==> src/rtl/iter_div_if.sv <==
// Handshake and operand/result bundle for the iterative divider.
// The issuing pipeline drives the master side and the divider owns the slave side.
interface iter_div_if;
  logic        start;
  logic        cancel;
  logic        is_signed;
  logic [31:0] dividend;
  logic [31:0] divisor;
  logic [31:0] q;
  logic [31:0] r;
  logic        busy;
  logic        done;

  modport master (
    output start, cancel, is_signed, dividend, divisor,
    input  q, r, busy, done
  );

  modport slave (
    input  start, cancel, is_signed, dividend, divisor,
    output q, r, busy, done
  );
endinterface

==> src/rtl/iter_div.sv <==
// Iterative radix-2 restoring divider for MIPS DIV/DIVU.
// One quotient bit per cycle over 32 RUN cycles, then a single DONE cycle.
// LO = q (quotient), HI = r (remainder).
// Optional macro DIV_ZERO_FAST_EN: a zero divisor skips RUN and finishes
// in the cycle after start, with the same divide-by-zero result.
module iter_div (
  input logic       clk,
  input logic       rst_n,
  iter_div_if.slave bus
);

  typedef enum logic [1:0] {IDLE, RUN, DONE} state_t;

  state_t      state, state_nxt;
  logic [4:0]  cnt;
  logic        accept;
  logic        finish;

  // Partial remainder already shifted with its next dividend bit, ready
  // for the trial subtract.
  logic [32:0] pr;
  // Remaining dividend bits leave from the top, quotient bits enter at the bottom.
  logic [31:0] dq;
  logic [31:0] dvs_mag;
  logic [31:0] dvd_raw;
  logic        neg_q;
  logic        neg_r;
  logic        dvs_zero;

  logic        take;
  logic [31:0] rem_step;
  logic [31:0] q_mag;
  logic [31:0] q_res;
  logic [31:0] r_res;
  logic [31:0] dvd_mag_in;
  logic [31:0] dvs_mag_in;
  logic [31:0] q_reg;
  logic [31:0] r_reg;

`ifdef DIV_ZERO_FAST_EN
  logic        fast_zero;
`endif

  // Absolute value of an operand; unsigned operands pass through unchanged.
  // 0x80000000 maps to itself, which is its correct unsigned magnitude.
  function automatic logic [31:0] mag_of(input logic signed [31:0] v, input logic sgn);
    if (sgn && (v < 0)) return 32'(-v);
    return 32'(v);
  endfunction

  // Re-apply a sign to an unsigned magnitude (two's complement negate).
  function automatic logic [31:0] apply_sign(input logic [31:0] m, input logic neg);
    logic signed [31:0] s;
    s = signed'(m);
    return neg ? 32'(-s) : 32'(s);
  endfunction

  assign dvd_mag_in = mag_of(signed'(bus.dividend), bus.is_signed);
  assign dvs_mag_in = mag_of(signed'(bus.divisor), bus.is_signed);

  // One restoring step: trial subtract, keep on non-negative, record quotient bit.
  always_comb begin
    take     = (pr >= {1'b0, dvs_mag});
    rem_step = take ? (pr[31:0] - dvs_mag) : pr[31:0];
    q_mag    = {dq[30:0], take};
    if (dvs_zero) begin
      q_res = 32'hFFFF_FFFF;
      r_res = dvd_raw;
    end else begin
      q_res = apply_sign(q_mag, neg_q);
      r_res = apply_sign(rem_step, neg_r);
    end
  end

  // State register.
  always_ff @(posedge clk or negedge rst_n) begin
    if (!rst_n) state <= IDLE;
    else        state <= state_nxt;
  end

  // Next-state decode; cancel outranks start in IDLE and aborts RUN.
  always_comb begin
    state_nxt = state;
    accept    = 1'b0;
    finish    = 1'b0;
    case (state)
      IDLE: begin
        if (bus.start && !bus.cancel) begin
          accept    = 1'b1;
`ifdef DIV_ZERO_FAST_EN
          state_nxt = (bus.divisor == 32'd0) ? DONE : RUN;
`else
          state_nxt = RUN;
`endif
        end
      end
      RUN: begin
        if (bus.cancel) begin
          state_nxt = IDLE;
        end else if (cnt == 5'd31) begin
          state_nxt = DONE;
          finish    = 1'b1;
        end
      end
      DONE:    state_nxt = IDLE;
      default: state_nxt = IDLE;
    endcase
  end

`ifdef DIV_ZERO_FAST_EN
  assign fast_zero = accept && (bus.divisor == 32'd0);
`endif

  // Step counter: cleared on accept, advanced once per RUN cycle.
  always_ff @(posedge clk or negedge rst_n) begin
    if (!rst_n)              cnt <= 5'd0;
    else if (accept)         cnt <= 5'd0;
    else if (state == RUN)   cnt <= cnt + 5'd1;
  end

  // Operand capture on accept, then the iterating datapath during RUN.
  always_ff @(posedge clk) begin
    if (accept) begin
      pr       <= {32'd0, dvd_mag_in[31]};
      dq       <= {dvd_mag_in[30:0], 1'b0};
      dvs_mag  <= dvs_mag_in;
      dvd_raw  <= bus.dividend;
      neg_q    <= bus.is_signed & (bus.dividend[31] ^ bus.divisor[31]);
      neg_r    <= bus.is_signed & bus.dividend[31];
      dvs_zero <= (bus.divisor == 32'd0);
    end else if (state == RUN) begin
      pr <= {rem_step, dq[31]};
      dq <= q_mag;
    end
  end

  // Architectural results, written only when an operation completes.
  always_ff @(posedge clk or negedge rst_n) begin
    if (!rst_n) begin
      q_reg <= 32'd0;
      r_reg <= 32'd0;
    end else if (finish) begin
      q_reg <= q_res;
      r_reg <= r_res;
    end
`ifdef DIV_ZERO_FAST_EN
    else if (fast_zero) begin
      q_reg <= 32'hFFFF_FFFF;
      r_reg <= bus.dividend;
    end
`endif
  end

  assign bus.q    = q_reg;
  assign bus.r    = r_reg;
  assign bus.done = (state == DONE);
  // Stall the PC from the accepting cycle through the last RUN cycle.
  assign bus.busy = rst_n & (((state == IDLE) & bus.start & ~bus.cancel) | (state == RUN));

endmodule

==> src/flat_wrapper.sv <==
// flat-port wrapper written by rule: the top's interface ports become plain ports
module iter_div_flat 
  (clk, rst_n, bus_start, bus_cancel, bus_is_signed, bus_dividend, bus_divisor, bus_q, bus_r, bus_busy, bus_done);
  iter_div_if bus_i ();
  input logic clk;
  input logic rst_n;
  input wire logic [$bits(bus_i.start)-1:0] bus_start;
  input wire logic [$bits(bus_i.cancel)-1:0] bus_cancel;
  input wire logic [$bits(bus_i.is_signed)-1:0] bus_is_signed;
  input wire logic [$bits(bus_i.dividend)-1:0] bus_dividend;
  input wire logic [$bits(bus_i.divisor)-1:0] bus_divisor;
  output wire logic [$bits(bus_i.q)-1:0] bus_q;
  output wire logic [$bits(bus_i.r)-1:0] bus_r;
  output wire logic [$bits(bus_i.busy)-1:0] bus_busy;
  output wire logic [$bits(bus_i.done)-1:0] bus_done;
  assign bus_i.start = bus_start;
  assign bus_i.cancel = bus_cancel;
  assign bus_i.is_signed = bus_is_signed;
  assign bus_i.dividend = bus_dividend;
  assign bus_i.divisor = bus_divisor;
  assign bus_q = bus_i.q;
  assign bus_r = bus_i.r;
  assign bus_busy = bus_i.busy;
  assign bus_done = bus_i.done;
  iter_div u_core (.clk(clk), .rst_n(rst_n), .bus(bus_i));
endmodule
==> config.mk <==
export PLATFORM = sky130hd
export DESIGN_NAME = iter_div_flat
export DESIGN_NICKNAME = d
export VERILOG_FILES = /design/src/rtl/iter_div_if.sv /design/src/rtl/iter_div.sv /design/src/flat_wrapper.sv
export SDC_FILE = /design/constraint.sdc
export NUM_CORES = 1
export LEC_CHECK = 0
export BUFFER_PORTS_ARGS = -buffer_cell sky130_fd_sc_hd__buf_4
export CAP_MARGIN = 15
export CORE_ASPECT_RATIO = 1.4
export CORE_MARGIN = 4
export CORE_UTILIZATION = 60
export DETAILED_ROUTE_END_ITERATION = 7
export PLACE_DENSITY = 0.85
export SETUP_SLACK_MARGIN = 0.1
export SYNTH_ARGS = -nofsm -noshare
export SYNTH_HDL_FRONTEND = slang
export SYNTH_SLANG_ARGS = --single-unit
==> constraint.sdc <==
create_clock -name clk -period 9.8 [get_ports clk]
set_input_delay 0.98 -clock clk [delete_from_list [all_inputs] [get_ports clk]]
set_output_delay 0.98 -clock clk [all_outputs]
set_load 0.05 [all_outputs]
Word-level counts from Yosys, hierarchy flattened
Cells that the tools add are included.

Flip-flop bits (word level): 203. Latch bits: 0. RAM bits: 0. ROM bits: 0. Input bits: 69. Output and inout port bits: 66. Logic and storage cells: 69. Memories kept: 0.

Add/sub/neg operators: 6. Multipliers: 0. Div/mod/pow operators: 0. Order comparisons: 3. Equal/unequal tests: 5. Shifts and indexed selects: 0. Mux-type cells: 26. Bitwise gates (word level): 8. Reduce and logical (&&, ||, !) cells: 8.

Operators with widths (number): 2-to-1 mux 32 bit (11); negation 32 bit (4); < comparator 32 x 1 -> 1 bit, second input constant (2); >= comparator 33 x 32 -> 1 bit (1); zero test 32 bit (1); subtractor 32 bit (1); 2-to-1 mux 5 bit (2); 2-to-1 mux 1 bit (9); 2-to-1 mux 2 bit (3); adder 5 x 1 -> 5 bit, second input constant (1); AND 1 bit (5); == test 5 bit, second input constant (1); one-hot mux 2 bit (2 select lines) (1); logical AND 1 bit (3); != test 3 x 2 -> 1 bit, second input constant (1); == test 2 x 1 -> 1 bit, second input constant (1); == test 2 bit, second input constant (1); zero test 2 bit (1); != test 2 x 1 -> 1 bit, second input constant (1); AND reduction 2 bit (1); nonzero test 2 bit (1); zero test 1 bit (1); inverter 1 bit (1); bitwise OR 1 bit (1); bitwise XOR 1 bit (1).

Longest topological paths before layout
Gate-level depths: netlist of run 1.

Word-level depth: 5. Gate-level depth with buffers: 23. Depth with buffers taken out: 18.

Least setup slack after synthesis of run 1
No wires, ideal clock.

Path kind: input port to output port. From: input bus_cancel. To: output bus_busy. Data arrival time: 4329 ps. Setup slack: 4491 ps. Stages on the path: 5. Path buffers: 1. Path through: or4b_2 > clkbuf_1 > inv_1 > nor2_1 > nor2b_1.

Longest elaborated chain between the ends: 4.

Ends and longest elaborated chain: from (decl) (RTL line flat_wrapper.sv:8) `input wire logic [$bits(bus_i.cancel)-1:0] bus_cancel;`; inverter 1 bit (RTL line iter_div.sv:158) `assign bus.busy = rst_n & (((state == IDLE) & bus.start & ~bus.cancel) | (state == RUN));`; AND 1 bit (RTL line iter_div.sv:158); bitwise OR 1 bit (RTL line iter_div.sv:158); AND 1 bit (RTL line iter_div.sv:158); to (decl) (RTL line flat_wrapper.sv:14) `output wire logic [$bits(bus_i.busy)-1:0] bus_busy;`.

Every way passes these cells.

Final worst setup path of run 1
From: register u_core.pr[24]. To: register u_core.r_reg[26], in the netlist u_core.bus.r[26].

Longest elaborated chain between the ends: 5.

Ends and longest elaborated chain: from (decl) (RTL line iter_div.sv:21) `logic [32:0] pr;`; from (signal assigned) (RTL line iter_div.sv:124) `pr <= {32'd0, dvd_mag_in[31]};`; from (signal assigned) (RTL line iter_div.sv:132) `pr <= {rem_step, dq[31]};`; subtractor 32 bit or >= comparator 33 x 32 -> 1 bit (tied branches) (RTL line iter_div.sv:64, iter_div.sv:63); 2-to-1 mux 32 bit * (RTL line iter_div.sv:64) `rem_step = take ? (pr[31:0] - dvs_mag) : pr[31:0];`; negation 32 bit (RTL line iter_div.sv:55) `return neg ? 32'(-s) : 32'(s);`; 2-to-1 mux 32 bit * (RTL line iter_div.sv:55); 2-to-1 mux 32 bit * (RTL line iter_div.sv:66) `if (dvs_zero) begin`; to (signal assigned) (RTL line iter_div.sv:144) `r_reg <= r_res;`; to (decl) (RTL line iter_div.sv:38) `logic [31:0] r_reg;`.

Every way passes the cells marked *; elsewhere a longest branch is shown, timed or not. A chain may end at the register's enable or synchronous reset.

==> results of run 1 <==
==> metrics by stage <==
step                setup slack, ns  util [%]
finish                         4.78      69.0
global route                   4.41      69.0
CTS                            4.84      68.9
detailed placement             4.88      65.9
global placement               5.02      65.9
floorplan                      4.49         -
==> Yosys cell counts (33+ instances only) <==
| master | n |
|---|---|
| nand2_1 | 135 |
| o21ai_0 | 133 |
| dfrtp_1 | 71 |
| inv_1 | 48 |
| xnor2_1 | 66 |
| nand3_1 | 54 |
| a21oi_1 | 110 |
| clkbuf_1 | 49 |
| dfxtp_1 | 33 |
| xor2_1 | 63 |
| ha_1 | 38 |
| edfxtp_1 | 99 |
| nor2_1 | 115 |
==> power groups by stage <==
stage                     clock (mW)  combinational [mW]  sequential, mW
after floorplan                    0                1.21            1.18
after global placement             0                1.59            1.15
after detailed placement           0                1.62            1.16
after CTS                      0.757                1.64            1.14
after global routing           0.784                1.82            1.16
final                          0.750                1.66            1.15
==> layout make-up <==
cell class | count | area (µm²)
Inverter | 52 | 198
Clock buffer | 28 | 572
Tap cell | 260 | 325
Timing Repair Buffer | 146 | 1120
Sequential cell | 203 | 5410
Clock inverter | 9 | 57.6
Multi-Input combinational cell | 1089 | 6900
Fill cell | 1701 | 6550
==> worst paths after layout <==
path / startpoint / to / cells after the start
setup reg to reg: u_core.pr[24] / u_core.bus.r[26] / 17
min in group asynchronous: rst_n / u_core.bus.q[31] / 2
setup / recovery: u_core.pr[24] / u_core.bus.r[26] / 17
max in group asynchronous: rst_n / u_core.bus.r[4] / 2
hold reg to reg: u_core.bus.r[4] / u_core.bus.r[4] / 2
hold / removal: u_core.bus.r[4] / u_core.bus.r[4] / 2
==> worst max-delay path, delay by kind of cell, from the launching register on <==
kind,cells,cell delay (ns)
AO/OA/AOI/OAI,10,2.86
XOR/XNOR,1,0.14
adder cells (fa/ha/maj),2,0.67
buffers and inverters,1,0.30
flip-flops,1,0.44
AND/OR/NAND/NOR,3,0.45
==> per-layer routing <==
layer	share of wire, %	up-vias
met5	0	-
met4	3.2	0
met3	6.4	83
met2	51	456
met1	39	5192
li1	-	5395
==> logic make-up after synthesis <==
family | Yosys count | share of synthesized area (%)
simple gates | 468 | 17.8
compound gates | 425 | 21.1
flops | 203 | 42.2
xor+xnor | 129 | 8.81
buf+inv | 127 | 4.07
fa+ha+maj | 39 | 3.86
mux | 28 | 2.19
==> out/results.txt, run 1 <==
Hold buffer count at cts = 0
Synth Warn # = 0
Nets@finish = 1621
Unrepaired setup endpoints after global routing = no
Leak = 5.93 nW
Clock Sinks = 203
Most frequent cells in the layout = buf_4, nand2_1, o21ai_0
Reg2Reg Setup Slack = 4.78 ns
Ys async rst share = 35.0%
Top Usage Layer GRT = met2
Largest net degree at the start of global routing = 73
I/O Buffers = 134
Clock Skew = 0.0105 ns
Antenna Nets Post-Route = 0
Crit-path slowest cell = dfxtp_1
DP Area = 13900 µm²
Sw Pwr = 1.51 mW
Sequential power share = 32.2%
Max-Cap Viols = 0
Syn Area/Cell = 9.04 µm²
Cell Chain, Critical Path = ha_1 > a21oi_1 > o21ai_1 > a221oi_1 > o21ai_2 > a31o_2 > buf_4 > o21ai_0 > ha_1 > nand3_1 > a311oi_1 > and3_1 > a31oi_1 > a2111oi_4 > nor2_1 > xnor2_1 > a221o_1
Startpoint Class = flip-flop
Initial Util = 60.7%
GRT met1 Usage = 33.2%
Cells after synthesis = 1419
DP HPWL = 24.8 mm
Max clock buf depth = 3
Post-Layout Cell Count = 1787
Congestion Overflow GR = 0
Outcome = complete, no violations
Seq/Total Area, Yosys = 42.2%
CTS root buf = clkbuf_16
Initial DRC Count = 772
Dominant cells by area after synthesis = edfxtp_1, dfrtp_1, o21ai_0
Clk slew on worst S/H paths = 0.07 ns
Cell Rows = 63
Total power = 3.56 mW
Post-Syn Area = 12800 µm²
Max Slew Vio Count = 0
#FFs+latches synth = 203
Yosys top cell area share = 23.2%
Initial antenna violation count = 0
Data required time at the worst endpoint = 10.17 ns
Setup TNS Final = 0 ns
IO Pins = 135
Count of cell types in the netlist = 93
Chip height = 181 µm
Cells after DPL = 1749
Crit Path Category = reg2reg
Worst-Margin Slew = 0.969 ns
Number of flip-flops in the largest register = 33
Share of layout cells above drive strength 1 = 14.0%
Sw Share = 42.4%
Die area = 23800 µm²
Commonest non-fill, non-tap cell in the layout = buf_4
M2 GR Usage = 50.1%
Final setup violation count = 0
Most flops, register = u_core.pr
Vias in the first global route = 11000
Critical path's largest stage delay = 0.44 ns
Syn nets = 1527
Pint = 2.05 mW
H-tree levels = 1
Inserted Clock Buffers = 21
Setup crit end kind = flip-flop
Synth area leader = edfxtp_1
Post_cts resized = 0
Post-CTS Setup Inserts = 0
P&R area growth vs syn = 13.7%
Pwr/cell area = 244 nW/µm²
Total number of vias = 11100
# diodes = 0
CTS tree = built
Power share of the clock group = 21.1%
CP most frequent cell = ha_1
Initial DRT Pass Iterations = 5
Vias per cell = 6.23
Ys flop type = edfxtp_1
CP Max Fanout = 45
Clock Latency Late Sink = 0.49 ns
WL/cell = 18.8 µm
Final hold vios = 0
Remaining DRCs = 0
Total Wirelength = 33.5 mm
First-pass GRT wire length = 54.6 mm
Max Clock Freq = 0.199 GHz
Crit path time final = 5.02 ns
Final RePlAce weighted congestion = 0.931
Comb pwr share = 46.7%
GRT Resource Usage Total = 27.4%
Die width = 132 µm
Final Cycle Share = 51.2%
Number of synthesized flops with an enable pin = 99
Min-delay worst type = reg2reg
Final hold slack = 0.483 ns
Post-route cell area = 14600 µm²
WP data arrival = 5.39 ns
Met3 Resource Use GR = 3.29%
Worst VDD drop = 0.000140 V
Slew HR = 35.4%
Core ar. = 21100 µm²
(Power assumes the default switching activity.)
==> inputs of run 2 (changes only) <==
Settings changed: CORE_UTILIZATION 60 to 54, PLACE_DENSITY 0.85 to 0.81.
Clock period 9.8 ns to 4.27 ns, I/O delays scaled along.
==> run 2 against run 1 <==
Register-to-register slack got worse by 4.5 ns. Cell area rose by 4.8%. Global-route usage fell by 1.8 points. Final cell count rose by 4.5%. Die area rose by 11%.
==> out/results.txt, run 2 (synthesis results as in run 1) <==
Post-route cell area = 15300 µm² (+4.8%)
Commonest non-fill, non-tap cell in the layout = buf_4
Total number of vias = 11300 (+1.8%)
Min-delay worst type = in2reg
Layout Utilization = 65.6% (-3.4 points)
Slew HR = 38.1% (+2.8 points)
Clock Skew = 0.0141 ns (+0.00366 ns)
Initial DRC Count = 809 (+4.8%)
Clock Sinks = 203 (unchanged)
CTS tree = built
Pwr/cell area = 578 nW/µm² (+140%)
Crit path time final = 4.04 ns (-0.981 ns)
Max Clock Freq = 0.248 GHz (+24%)
H-tree levels = 1 (unchanged)
Final Cycle Share = 94.5% (+43 points)
Core ar. = 23300 µm² (+10%)
Max Slew Vio Count = 0 (unchanged)
Crit-path slowest cell = ha_1
Congestion Overflow GR = 0 (unchanged)
Vias per cell = 6.07 (-2.5%)
Startpoint Class = flip-flop
Final hold vios = 0 (unchanged)
I/O Buffers = 134 (unchanged)
Remaining DRCs = 0 (unchanged)
Chip height = 190 µm (+5.2%)
Die area = 26300 µm² (+11%)
Unrepaired setup endpoints after global routing = yes
Leak = 6.16 nW (+3.8%)
Setup TNS Final = 0 ns (unchanged)
CP Max Fanout = 9 (-80%)
Most flops, register = u_core.pr
Total power = 8.83 mW (+150%)
First-pass GRT wire length = 56.1 mm (+2.9%)
Outcome = complete, no violations
FILL cells = 1927 (+13%)
Multi-input gate area = 7220 µm² (+4.6%)
Number of flip-flops in the largest register = 33 (unchanged)
WL/cell = 18.8 µm (+0.13%)
Total Wirelength = 35.1 mm (+4.6%)
Data required time at the worst endpoint = 4.65 ns (-5.52 ns)
Initial DRT Pass Iterations = 5 (unchanged)
# diodes = 0 (unchanged)
Vias in the first global route = 11300 (+2.7%)
Final setup violation count = 0 (unchanged)
Die width = 138 µm (+5.1%)
IO Pins = 135 (unchanged)
Worst-Margin Slew = 0.928 ns (-0.0416 ns)
Max clock buf depth = 3 (unchanged)
Largest net degree at the start of global routing = 73 (unchanged)
Critical path's largest stage delay = 0.50 ns (+0.06 ns)
Inserted Clock Buffers = 22 (+4.8%)
Crit Path Category = reg2reg
FF/Latch Area = 5410 µm² (about the same)
Final RePlAce weighted congestion = 0.939 (+0.91%)
Worst VDD drop = 0.000312 V (+120%)
Cell Chain, Critical Path = ha_1 > nand3_1 > nor2_1 > a31oi_2 > o21ai_2 > a31o_4 > mux2i_4 > ha_2 > nand3_1 > a311oi_2 > and3_1 > a31oi_2 > a2111oi_4 > and4_1 > mux2i_1 > a21oi_1
Initial Util = 55.1% (-5.6 points)
Initial antenna violation count = 0 (unchanged)
CTS root buf = clkbuf_16
Clock Latency Late Sink = 0.51 ns (+0.02 ns)
Antenna Nets Post-Route = 0 (unchanged)
P&R area growth vs syn = 19.2%
DP HPWL = 26.0 mm (+4.9%)
Max-Cap Viols = 0 (unchanged)
Most frequent cells in the layout = buf_4, nand2_1, o21ai_0
Delay-heaviest family, CP = compound AO/OA/AOI/OAI gates
DP Area = 14200 µm² (+1.8%)
Cell Rows = 66 (+4.8%)
GRT Resource Usage Total = 25.6% (-1.8 points)
Setup crit end kind = flip-flop
Share of layout cells above drive strength 1 = 19.0% (+4.9 points)
Clk slew on worst S/H paths = 0.07 ns (about the same)
CP bufs+invs = 0 (-1)
Nets@finish = 1653 (+2.0%)
WP data arrival = 4.41 ns (-0.98 ns)
-- run 2: cell count changes in the layout (fill, tap and decap cells not counted), sizes merged --
| cell | previous run | this run |
|---|---|---|
| buf | 146 | 176 |
| inv | 54 | 53 |
| clkbuf | 28 | 32 |
| dlygate4sd3 | 0 | 1 |
-- run 2: routing by layer --
metal / vias to the layer above / GRT usage, % / share of wire (%) / wire length (µm)
met5: - / 0 / 0 / 0
met4: 0 / 11.1 / 3.9 / 1370
met3: 88 / 3.54 / 5.5 / 1930
met2: 412 / 46.1 / 51 / 17800
met1: 5393 / 30.7 / 40 / 14000
li1: 5438 / - / - / -
-- run 2: layout make-up --
cell class / count / share of cell area [%]
well taps: 306 / 2.51
repair buffers: 177 / 8.71
flip-flops and latches: 203 / 35.4
clock inverters: 8 / 0.336
clock buffers: 32 / 4.47
inverters: 52 / 1.32
multi-input cells: 1089 / 47.2
-- run 2: where the power goes --
part | switching, mW | total, mW | internal, mW | leakage [nW]
Sequential | 0.290 | 2.63 | 2.34 | 2.14
Clock | 0.811 | 1.93 | 1.12 | 0.363
Combinational | 2.58 | 4.26 | 1.68 | 3.66
Total | 3.68 | 8.83 | 5.15 | 6.16
-- run 2: path summary, 6_finish.rpt --
path	from	end	slack, ns	cells after the start
max in group asynchronous	rst_n	u_core.bus.q[8]	2.95	3
max	u_core.pr[5]	u_core.bus.r[30]	0.23	16
min	bus_dividend[30]	u_core.dvd_raw[30]	0.12	1
min reg2reg	u_core.bus.r[16]	u_core.bus.r[16]	0.49	1
min in group asynchronous	rst_n	u_core.bus.q[6]	0.32	2
max reg2reg	u_core.pr[5]	u_core.bus.r[30]	0.23	16
-- run 2: through the flow --
| stage | cells | worst slack, ns | hold slack [ns] |
|---|---|---|---|
| floorplan | 1419 | 0.126 | 0.131 |
| global placement | 1819 | 0.135 | 0.307 |
| detailed placement | 1819 | 0.0522 | 0.310 |
| CTS | 1863 | 0.102 | 0.113 |
| global route | 1867 | 0.0380 | 0.116 |
| finish | 1867 | 0.233 | 0.122 |
-- run 2: timing repair --
item                                   4_1_cts  5_1_grt
setup endpoints to repair                    2       12
pin swaps                                    4        7
cloned                                       0        0
resized for setup                           16       45
endpoints found under the hold margin       15        0
setup buffers                                3        4
hold buffers                                 1        0
==> inputs of run 3 (changes only) <==
Settings changed: CTS_BUF_LIST set to sky130_fd_sc_hd__clkbuf_4 sky130_fd_sc_hd__clkbuf_8 sky130_fd_sc_hd__clkbuf_16, GPL_TIMING_DRIVEN set to 0.
==> run 3 against run 2 <==
Critical path depth is 3 higher. Global-route usage is 3.6 points higher. Clock-buffer cell count stayed put. Combinational power is 17% higher. Flip-flop and latch count stayed put. Clock skew is 0.0081 ns higher. Sequential power is 2% higher. Critical path type unchanged. Largest power group unchanged. Highest routed layer unchanged.
==> out/results.txt, run 3 (synthesis results as in run 1) <==
Outcome = complete, no violations
Setup crit end kind = flip-flop
Slew HR = 13.2% (-25 points)
Unrepaired setup endpoints after global routing = yes
Most frequent cells in the layout = buf_4, nand2_1, o21ai_0
FF/Latch Area = 5440 µm² (+0.44%)
Initial DRT Pass Iterations = 8 (+3)
Setup crit start = u_core.pr[10]
Remaining DRCs = 0 (unchanged)
Inserted Clock Buffers = 21 (-4.5%)
Die area = 26300 µm² (unchanged)
Max Slew Vio Count = 0 (unchanged)
Commonest non-fill, non-tap cell in the layout = buf_4
Clk slew on worst S/H paths = 0.06 ns (about the same)
Total Wirelength = 40.5 mm (+15%)
Initial antenna violation count = 0 (unchanged)
DP HPWL = 29.6 mm (+14%)
Worst Setup EP = u_core.bus.r[26]
Core ar. = 23300 µm² (unchanged)
I/O Buffers = 134 (unchanged)
Most flops, register = u_core.pr
Cell Chain, Critical Path = ha_1 > buf_6 > nand4_1 > nor4_2 > a31oi_1 > o21ai_2 > a31o_1 > buf_6 > buf_12 > mux2i_4 > ha_4 > nand3_4 > a311oi_4 > and3_4 > a31oi_4 > a2111oi_4 > nor2_1 > xnor2_1 > a221o_1
Max-Cap Viols = 0 (unchanged)
Multi-input gate area = 7360 µm² (+2.0%)
Final Cycle Share = 97.7% (+3.2 points)
Crit-path slowest cell = dfxtp_2
Crit Path Category = reg2reg
FILL cells = 1791 (-7.1%)
P&R area growth vs syn = 25.5%
Nets@finish = 1750 (+5.9%)
Total number of vias = 12200 (+7.4%)
FF-to-FF Start = u_core.pr[10]
FF-to-FF End = u_core.bus.r[26]
Max clock buf depth = 3 (unchanged)
Antenna Nets Post-Route = 0 (unchanged)
Initial Util = 55.1% (unchanged)
WP data arrival = 4.54 ns (+0.13 ns)
Startpoint Class = flip-flop
Final hold slack = 0.0749 ns (-0.0468 ns)
Reg2Reg Depth = 19 (+3)
Die width = 138 µm (unchanged)
Total power = 9.55 mW (+8.1%)
Pwr/cell area = 593 nW/µm² (+2.7%)
Crit path time final = 4.17 ns (+0.135 ns)
Final RePlAce weighted congestion = 0.942 (+0.27%)
Worst VDD drop = 0.000365 V (+17%)
First-pass GRT wire length = 62.1 mm (+11%)
Delay-heaviest family, CP = compound AO/OA/AOI/OAI gates
Worst-Margin Slew = 1.29 ns (+0.362 ns)
Data required time at the worst endpoint = 4.64 ns (about the same)
Critical path depth in cells = 19 (+3)
CP bufs+invs = 3 (+3)
H-tree levels = 1 (unchanged)
Vias per cell = 6.20 (+2.1%)
IO Pins = 135 (unchanged)
Number of flip-flops in the largest register = 33 (unchanged)
Final hold vios = 0 (unchanged)
Clock Sinks = 203 (unchanged)
Chip height = 190 µm (unchanged)
Vias in the first global route = 12000 (+6.7%)
Largest net degree at the start of global routing = 73 (unchanged)
CP Max Fanout = 10 (+1)
WL/cell = 20.6 µm (+9.8%)
Leak = 6.51 nW (+5.8%)
Share of layout cells above drive strength 1 = 22.5% (+3.6 points)
Cell Rows = 66 (unchanged)
Clock Latency Late Sink = 0.50 ns (about the same)
Min-delay worst type = in2async
CTS root buf = clkbuf_16
Final setup violation count = 0 (unchanged)
CP most frequent cell = buf_6
Hold buffer count at cts = 0 (-1)
Clock Skew = 0.0223 ns (+0.00815 ns)
Critical path's largest stage delay = 0.37 ns (-0.13 ns)
Congestion Overflow GR = 0 (unchanged)
GRT Resource Usage Total = 29.2% (+3.6 points)
Initial DRC Count = 900 (+11%)
Reg2Reg Setup Slack = 0.1 ns (-0.13 ns)
CTS tree = built
Max Clock Freq = 0.240 GHz (-3.2%)
## run 3: cell count changes in the layout (fill, tap and decap cells not counted), moves of 5 or more
cell / previous run / this run
dfxtp_2: 3 / 10
buf_2: 0 / 5
clkbuf_4: 0 / 12
clkbuf_1: 5 / 46
buf_4: 176 / 198
dfxtp_1: 30 / 19
buf_6: 0 / 14
## run 3: metal layers
metal,track usage [%],part of all wire (%),vias to the layer above
li1,-,-,5645
met1,31.9,35,5696
met2,53.9,51,636
met3,3.76,7.1,188
met4,17.6,7.1,0
met5,0,0,-
## run 3: final cells by class
| class | instances | area share (%) |
|---|---|---|
| antenna | 1 | 0.0156 |
| multi-input combinational | 1089 | 45.8 |
| clock inverter | 5 | 0.505 |
| timing repair inverter | 1 | 0.0311 |
| sequential | 203 | 33.8 |
| buffer | 74 | 2.85 |
| clock buffer | 32 | 3.78 |
| timing repair buffer | 200 | 9.63 |
| inverter | 52 | 1.27 |
| tap | 306 | 2.38 |
## run 3: power breakdown
part	switching [mW]	leakage [nW]	internal (mW)
combinational	2.90	4.02	2.08
clock	0.765	0.351	1.11
sequential	0.328	2.14	2.36
total	4.00	6.51	5.55
## run 3: worst min path at each step
stage / slack [ns] / to / cells past startpoint
6_report: 0.07 / u_core.bus.q[6] / 1
4_1_cts: 0.09 / u_core.bus.q[7] / 1
5_1_grt: 0.12 / u_core.dvd_raw[30] / 1
3_3_place_gp: 0.47 / u_core.bus.r[3] / 2
3_5_place_dp: 0.49 / u_core.bus.r[3] / 2
2_1_floorplan: 0.13 / u_core.bus.q[0] / 0
## run 3: what timing repair did
| action | 4_1_cts | 5_1_grt |
|---|---|---|
| gates resized for setup | 88 | 63 |
| endpoints found under the hold margin | 0 | 0 |
| pin swaps | 32 | 45 |
| endpoints found under the setup margin | 29 | 28 |
| gates cloned | 1 | 0 |
| setup buffers | 36 | 30 |
## run 3: per-stage QoR
stage               worst slack, ns  instances  util [%]  setup TNS, ns  instance area [µm²]
floorplan                     0.126       1419         -              0                12800
global placement              -1.02       1859      61.1         -37.46                14200
detailed placement            -1.02       1860      61.2         -18.43                14200
CTS                         -0.0835       1934      66.9         -0.201                15600
global route                -0.0606       1962      69.1        -0.0750                16100
finish                       0.0986       1963      69.1              0                16100
